===== src/rtl/reg_share_arbiter.sv =====
// reg_share_arbiter: four requesters share one WIDTH-bit register.
// A round-robin arbiter grants one requester at a time. The winner's data is
// written through a three-state sequence: IDLE -> LOAD -> DONE.
//
// Ports:
//   clk, rst  - single clock; asynchronous active-high reset
//   req[3:0]  - per-requester write request
//   din       - packed write data, requester i at [i*WIDTH +: WIDTH]
//   gnt[3:0]  - registered one-hot grant, high during LOAD
//   ack[3:0]  - registered one-hot write-complete pulse, high during DONE
//   Q         - shared register contents
//   owner     - index of the requester that last wrote Q
//   busy      - high whenever the FSM is not in IDLE
//   wr_count  - completed writes, modulo 256
//
// Timing: a request seen at edge T grants in the LOAD cycle after T. Q and
// owner update at edge T+1, and ack pulses in the DONE cycle that follows.
// A new grant can be issued every third cycle at most.

module reg_share_arbiter #(
  parameter int WIDTH = 8
) (
  input  logic               clk,
  input  logic               rst,
  input  logic [3:0]         req,
  input  logic [4*WIDTH-1:0] din,
  output logic [3:0]         gnt,
  output logic [3:0]         ack,
  output logic [WIDTH-1:0]   Q,
  output logic [1:0]         owner,
  output logic               busy,
  output logic [7:0]         wr_count
);

  localparam logic [1:0] IDLE = 2'd0;
  localparam logic [1:0] LOAD = 2'd1;
  localparam logic [1:0] DONE = 2'd2;

  logic [1:0] state;
  logic [1:0] last;    // requester served most recently
  logic [1:0] winner;  // requester owning the current transaction

  // Round-robin pick.
  // The scan starts one past the last served requester and wraps around.
  // At k = 4 it reaches the last served requester itself. That requester
  // therefore wins only when nobody else is asking.
  logic       pick_vld;
  logic [1:0] pick_idx;

  always_comb begin
    logic [1:0] idx;
    pick_vld = 1'b0;
    pick_idx = last;
    idx      = last;
    for (int k = 1; k <= 4; k++) begin
      idx = last + 2'(k);
      if (!pick_vld && req[idx]) begin
        pick_vld = 1'b1;
        pick_idx = idx;
      end
    end
  end

  // Data slice of the latched winner. It is only consumed on the edge that
  // ends LOAD, so din is free to change at any other time.
  logic [WIDTH-1:0] din_sel;
  assign din_sel = din[int'(winner)*WIDTH +: WIDTH];

  assign busy = (state != IDLE);

  always_ff @(posedge clk or posedge rst) begin
    if (rst) begin
      state    <= IDLE;
      last     <= 2'd3;   // requester 0 gets first priority after reset
      winner   <= 2'd0;
      gnt      <= 4'd0;
      ack      <= 4'd0;
      Q        <= '0;
      owner    <= 2'd0;
      wr_count <= 8'd0;
    end else begin
      case (state)
        IDLE: begin
          ack <= 4'd0;
          if (pick_vld) begin
            winner <= pick_idx;
            gnt    <= 4'd1 << pick_idx;
            state  <= LOAD;
          end else begin
            gnt <= 4'd0;
          end
        end
        // req is ignored from here on.
        // A requester that drops out after being granted still completes.
        LOAD: begin
          Q     <= din_sel;
          owner <= winner;
          gnt   <= 4'd0;
          ack   <= 4'd1 << winner;
          state <= DONE;
        end
        DONE: begin
          gnt      <= 4'd0;
          ack      <= 4'd0;
          last     <= winner;
          wr_count <= wr_count + 8'd1;  // wraps naturally at 256
          state    <= IDLE;
        end
        default: begin
          gnt   <= 4'd0;
          ack   <= 4'd0;
          state <= IDLE;
        end
      endcase
    end
  end

  // Grant and completion pulses belong to different states.
  // They can never overlap.
  gnt_ack_excl: assert property (@(posedge clk) disable iff (rst) !((|gnt) && (|ack)));

endmodule

===== config.mk =====
export PLATFORM = sky130hd
export DESIGN_NAME = reg_share_arbiter
export DESIGN_NICKNAME = d
export VERILOG_FILES = /design/src/rtl/reg_share_arbiter.sv
export SDC_FILE = /design/constraint.sdc
export NUM_CORES = 1
export LEC_CHECK = 0
export ABC_CLOCK_PERIOD_IN_PS = 3600
export CAP_MARGIN = 20
export CORE_ASPECT_RATIO = 0.5
export CORE_UTILIZATION = 40
export CTS_BUF_LIST = sky130_fd_sc_hd__clkbuf_16
export DETAILED_ROUTE_END_ITERATION = 7
export HOLD_SLACK_MARGIN = 0.1
export PLACE_DENSITY_LB_ADDON = 0.3
export SYNTH_ARGS = -nofsm -noshare
export SYNTH_HDL_FRONTEND = slang
export SYNTH_SLANG_ARGS = --single-unit

===== constraint.sdc =====
create_clock -name clk -period 3.6 [get_ports clk]
set_input_delay 0.36 -clock clk [delete_from_list [all_inputs] [get_ports clk]]
set_output_delay 0.36 -clock clk [all_outputs]
set_load 0.02 [all_outputs]

==> impl_results.md, run 1 <==
- Multi-input logic area: 616.8 um2
- Core Area: 3472 um2
- Outcome: completed
- Reg2Reg Depth: 3
- Setup_tns: 0 ps
- Initial antenna violation count: 0
- Worst path required time: 3240 ps
- Starting density of the core: 0.4249
- Critical path's slowest cell: clkdlybuf4s50_1
- GRT Residual Overflow: 0
- Ports: 65
- Worst Tran Pin Value: 746.4 ps
- WP buf/inv: 1
- Reg-to-reg setup timing slack: 1950 ps
- Worst hold endpoint: Q[2]
- Average size of a mapped cell: 11.90 um2
- Area share of the largest cell type after synthesis: 0.5089
- CP top delay family: buffers and inverters
- Crit path capture type: output port
- First-pass GRT wire length: 4857 um
- Most Crowded Layer GR: met2
- Fmax: 523.6 MHz
- Die W: 87.88 um
- Register area share after synthesis: 0.5445
- Worst rel slew slack: 0.5019
- Commonest cells in the netlist: nand2_1 (32), dfrtp_1 (30), mux4_2 (8)
- Hold Path Class: reg2reg
- RSZ-0062 raised after global routing: false
- Root Buffer: clkbuf_16
- Hold path startpoint: Q[2]
- Synth top area cells: dfrtp_1 (51%), mux4_2 (12%), nand2_1 (8.1%), dfstp_2 (3.6%), mux2_2 (3.1%)
- Total routed wirelength: 3176 um
- Die footprint: 3949 um2
- Post-layout min period: 1910 ps
- CP max FO: 4
- Hold_buf cts: 0
- Async SR Flop Fraction: 1.000
- Leak pwr: 1.021 nW
- WHS Path Cells: 2
- DR iter-0 viols: 36
- ANT cells: 0
- Cells after Synth: 124
- Final ANT Viol Nets: 0
- Die Ht: 44.94 um
- Largest net degree at the start of global routing: 22
- PortBufs: 64
- Crit-path cells: or2_2 -> clkdlybuf4s50_1
- Drt first pass iters: 4
- Area after DPL: 2147 um2
- CP startpoint kind: flip-flop
- Netlist cell types: 32
- DP HPWL: 2342 um
- Yosys top cell by area: dfrtp_1
- DR DRC count: 0
- Pwr Density: 844.1 nW/um2
- Final Setup Violations: 0
- Clock Latency Late Sink: 270 ps
- Vias: 1157
- Met1 Usage GRT: 0.2128
- Number of buffers created by CTS: 5
- Peak VDD IR: 0.4163 mV
- Setup Fix Bufs, Post-CTS: 0
- FP Rows: 15
- Seq cells post-synth: 32
- Gpl congestion: 0.7375
- Clock Skew: 6.118 ps
- Vias in the first global route: 1088
- Post-cts resize count: 0
- Layout filler cell count: 265
- Count of pins over their slew limit: 0
- Synth-to-Final Area Change: 54.79%
- GR Util met3: 0.05667
- Vias per cell: 4.781
- Register Area: 803.3 um2
- Mapped Nets: 163
- Post-Place Worst Slack: 1744 ps
- Routed WL per cell: 13.12 um
- Synth Cell Area: 1475 um2
- Total clock sinks: 32
- Most common flop cell mapped by yosys: dfrtp_1
- Clk slew on worst S/H paths: 50 ps
- Met2 Resource Use GR: 0.2760
- Final net count: 229
- Design area: 2283 um2
- Number of synthesized flops with an enable pin: 0
- Slowest Stage Delay on Critical Path: 550 ps
- Max Root-Sink Buffers: 2
- Layout cells sized above 1: 0.1309
- Final WS setup: 1690 ps
- Power consumption: 1.927 mW
- Fin crit share: 0.5306
- Warnings, synthesis: 0
- Tot GR Track Use: 0.1682
- Most numerous cell in the Yosys netlist: nand2_1
- Maxcap violations: 0
- R2R Path End: Q[7]
- Kind of critical path: reg2out
- Reg2reg start: winner[0]
- Worst EP arrival: 1550 ps
- Hold Fails Final Rpt: 0
- CTS tree: built
- H-tree depth: 2
area by class of cell:
cell class | count | share of cell area
Inverter | 4 | 0.006575
Sequential cell | 32 | 0.3518
Clock inverter | 3 | 0.004932
Tap cell | 51 | 0.02795
Timing Repair Buffer | 65 | 0.2838
Clock buffer | 5 | 0.05479
Multi-Input combinational cell | 82 | 0.2701
power by group:
| group | internal [mW] | switching [mW] |
|---|---|---|
| combinational | 0.464 | 0.406 |
| clock | 0.247 | 0.135 |
| sequential | 0.520 | 0.156 |
| total | 1.23 | 0.696 |
worst reg2reg max path: stages, from the launching register on:
cell	delay [ps]
dfrtp_1	800
mux4_2	600
nand2_1	80
nand2_1	60
placed cells by master, fill, tap and decap left out:
master            n
and4_1            1
nor3b_1           1
or2_2             1
and3_2            1
nor2_1            5
mux4_2            8
buf_4             1
nand2_1          32
nor2b_1           2
a21oi_1           1
ha_1              1
o21ai_0           3
nor3_1            2
and3_1            1
clkdlybuf4s50_1  64
xor2_1            2
and4b_1           1
mux2_2            4
a21o_1            2
dfrtp_1          30
or2b_1            1
dfstp_2           2
clkbuf_16         5
a221o_1           1
nand2b_1          2
inv_1             5
nor3b_2           1
nand3_1           1
nand4_1           2
clkinv_1          1
xnor2_1           5
mux2_4            1
inv_2             1
logic make-up after synthesis:
| logic type | Yosys count | share of synthesized area |
|---|---|---|
| AO/OA/AOI/OAI | 7 | 0.03053 |
| XOR/XNOR | 7 | 0.04156 |
| adder cells (fa/ha/maj) | 1 | 0.008480 |
| buffers and inverters | 10 | 0.03732 |
| flip-flops | 32 | 0.5445 |
| multiplexers | 13 | 0.1628 |
| AND/OR/NAND/NOR | 54 | 0.1747 |
metrics by stage:
step | instances | hold WS, ps | utilization
global route | 242 | 502.2 | 0.6577
floorplan | 124 | 474.7 | -
detailed placement | 234 | 462.1 | 0.6184
CTS | 242 | 474.6 | 0.6577
finish | 242 | 469.6 | 0.6577
global placement | 234 | 458.5 | 0.6184
flip-flops by register name, indices dropped and copies added, names as in the netlist:
| signal | count |
|---|---|
| Q | 8 |
| wr_count | 8 |
| ack | 4 |
| gnt | 4 |
| last | 2 |
| owner | 2 |
| state | 2 |
| winner | 2 |
metal layers:
metal | part of all wire | vias up | wire length, um
li1 | - | 553 | -
met1 | 0.44 | 570 | 1409
met2 | 0.49 | 29 | 1551
met3 | 0.057 | 5 | 181
met4 | 0.011 | 0 | 34
met5 | 0 | - | 0
worst max-delay path by stage:
stage          cells after the start   endpoint     start
2_1_floorplan                      4  winner[1]  state[1]
3_3_place_gp                       5  winner[0]    req[3]
3_5_place_dp                       5  winner[0]    req[3]
4_1_cts                            2       busy  state[1]
5_1_grt                            2       busy  state[1]
6_report                           2       busy  state[1]
(Power assumes the default switching activity.)
==> run 2: changes to the inputs <==
Settings changed: ABC_CLOCK_PERIOD_IN_PS 3600 to 1900.
Clock period 3.6 ns to 1.9 ns, I/O delays scaled along.
==> run 2 against run 1 <==
  * Combinational power rose by 91%
  * Sequential share of layout area fell by 0.27 points
  * First-iteration DRC count fell by 2.8%
  * Setup slack got worse by 1500 ps
  * Cell count did not move
  * Cell area rose by 0.77%
  * Highest routed layer is now met3
==> impl_results.md, run 2 (synthesis gave the netlist of run 1 again) <==
- Outcome: completed
- Count of pins over their slew limit: 0
- Post-cts resize count: 0
- Die W: 87.88 um
- Starting density of the core: 0.4249
- Final ANT Viol Nets: 0
- Largest net degree at the start of global routing: 22
- Hold Path Class: in2async
- FP Rows: 15
- Register Area: 803.3 um2
- Largest registers: Q x8, wr_count x8
- Root Buffer: clkbuf_16
- H-tree depth: 2
- Final net count: 230
- PortBufs: 64
- Setup Fix Bufs, Post-CTS: 0
- Maxcap violations: 0
- Most common cell after layout, fill and taps aside: clkdlybuf4s50_1
- CP top delay family: buffers and inverters
- First-pass GRT wire length: 4761 um
- CTS tree: built
- Core Area: 3472 um2
- Max Root-Sink Buffers: 2
- Drt first pass iters: 4
- Vias per cell: 4.698
- Total clock sinks: 32
- Most frequent cells in the layout: clkdlybuf4s50_1 (64), nand2_1 (32), dfrtp_1 (30)
- GRT Residual Overflow: 0
- Hold_buf cts: 0
- Total routed wirelength: 3170 um
- DR iter-0 viols: 35
- Fin Hold WS: 253.8 ps
- Setup_tns: 0 ps
- Ports: 65
- Number of buffers created by CTS: 5
- DP HPWL: 2294 um
- Worst Tran Pin Value: 723.8 ps
- Die Ht: 44.94 um
- Clk slew on worst S/H paths: 50 ps
- Gpl congestion: 0.7603
- Clock Latency Late Sink: 270 ps
- Tot GR Track Use: 0.1667
- Clock Skew: 7.539 ps
- Vias in the first global route: 1032
- Slowest Stage Delay on Critical Path: 550 ps
- Layout filler cell count: 266
- Worst path required time: 1710 ps
- Leak pwr: 1.027 nW
- ANT cells: 0
- Critical path's slowest cell: clkdlybuf4s50_1
- Crit-path cells: or2_2 -> clkdlybuf4s50_1
- Multi-input logic area: 616.8 um2
- Final Setup Violations: 0
- DR DRC count: 0
- Worst EP arrival: 1540 ps
- Fin crit share: 0.9122
- Kind of critical path: reg2out
- Routed WL per cell: 13.10 um
- Synth-to-Final Area Change: 55.98%
- CP startpoint kind: flip-flop
- Die footprint: 3949 um2
- Initial antenna violation count: 0
- CP max FO: 4
- Vias: 1137
- Worst rel slew slack: 0.5174
- RSZ-0062 raised after global routing: false
- Post-layout min period: 1733 ps
- Crit path capture type: output port
- Peak VDD IR: 0.8561 mV
- Pwr Density: 1593 nW/um2
- Layout cells sized above 1: 0.1414
- Hold Fails Final Rpt: 0
- WP buf/inv: 1
- Fmax: 577.0 MHz
[run 2: per-layer routing]
| layer | vias up | GRT usage | share of wire |
|---|---|---|---|
| met5 | - | 0 | 0 |
| met4 | 0 | 0.04918 | 0 |
| met3 | 0 | 0.06216 | 0.065 |
| met2 | 38 | 0.2760 | 0.49 |
| met1 | 545 | 0.2085 | 0.44 |
| li1 | 554 | - | - |
[run 2: final timing paths]
path | cells after the start | slack, ps | startpoint | end
setup / recovery | 2 | 170 | state[1] | busy
hold / removal | 2 | 250 | rst | gnt[2]
setup reg to reg | 3 | 260 | winner[0] | Q[6]
hold reg to reg | 2 | 470 | Q[7] | Q[7]
max in group asynchronous | 3 | 1160 | rst | wr_count[3]
min in group clk | 2 | 470 | Q[7] | Q[7]
[run 2: per-stage QoR]
step	util	power, mW	instances	worst slack, ps	instance area, um2
after floorplan	-	2.294	124	439.7	1475
after global placement	0.6241	2.925	235	259.6	2167
after detailed placement	0.6241	2.973	235	226.5	2167
after CTS	0.6627	3.715	242	160.9	2301
after global routing	0.6627	3.891	242	127.5	2301
final	0.6627	3.665	242	166.8	2301
[run 2: report_power, final]
group	internal (mW)	total [mW]	switching, mW
Combinational	0.896	1.66	0.766
Clock	0.468	0.724	0.256
Sequential	0.985	1.28	0.293
[run 2: final cells by class]
| class | instances | area share |
|---|---|---|
| well taps | 51 | 0.02773 |
| repair buffers | 66 | 0.2904 |
| flip-flops and latches | 32 | 0.3491 |
| multi-input cells | 82 | 0.2681 |
| clock buffers | 5 | 0.05438 |
| clock inverters | 2 | 0.003806 |
| inverters | 4 | 0.006525 |
[run 2: worst reg2reg max path: cells and delay by family (launching register included)]
kind          cells  cell delay (ps)
simple gates      2              140
flops             1              810
mux               1              590
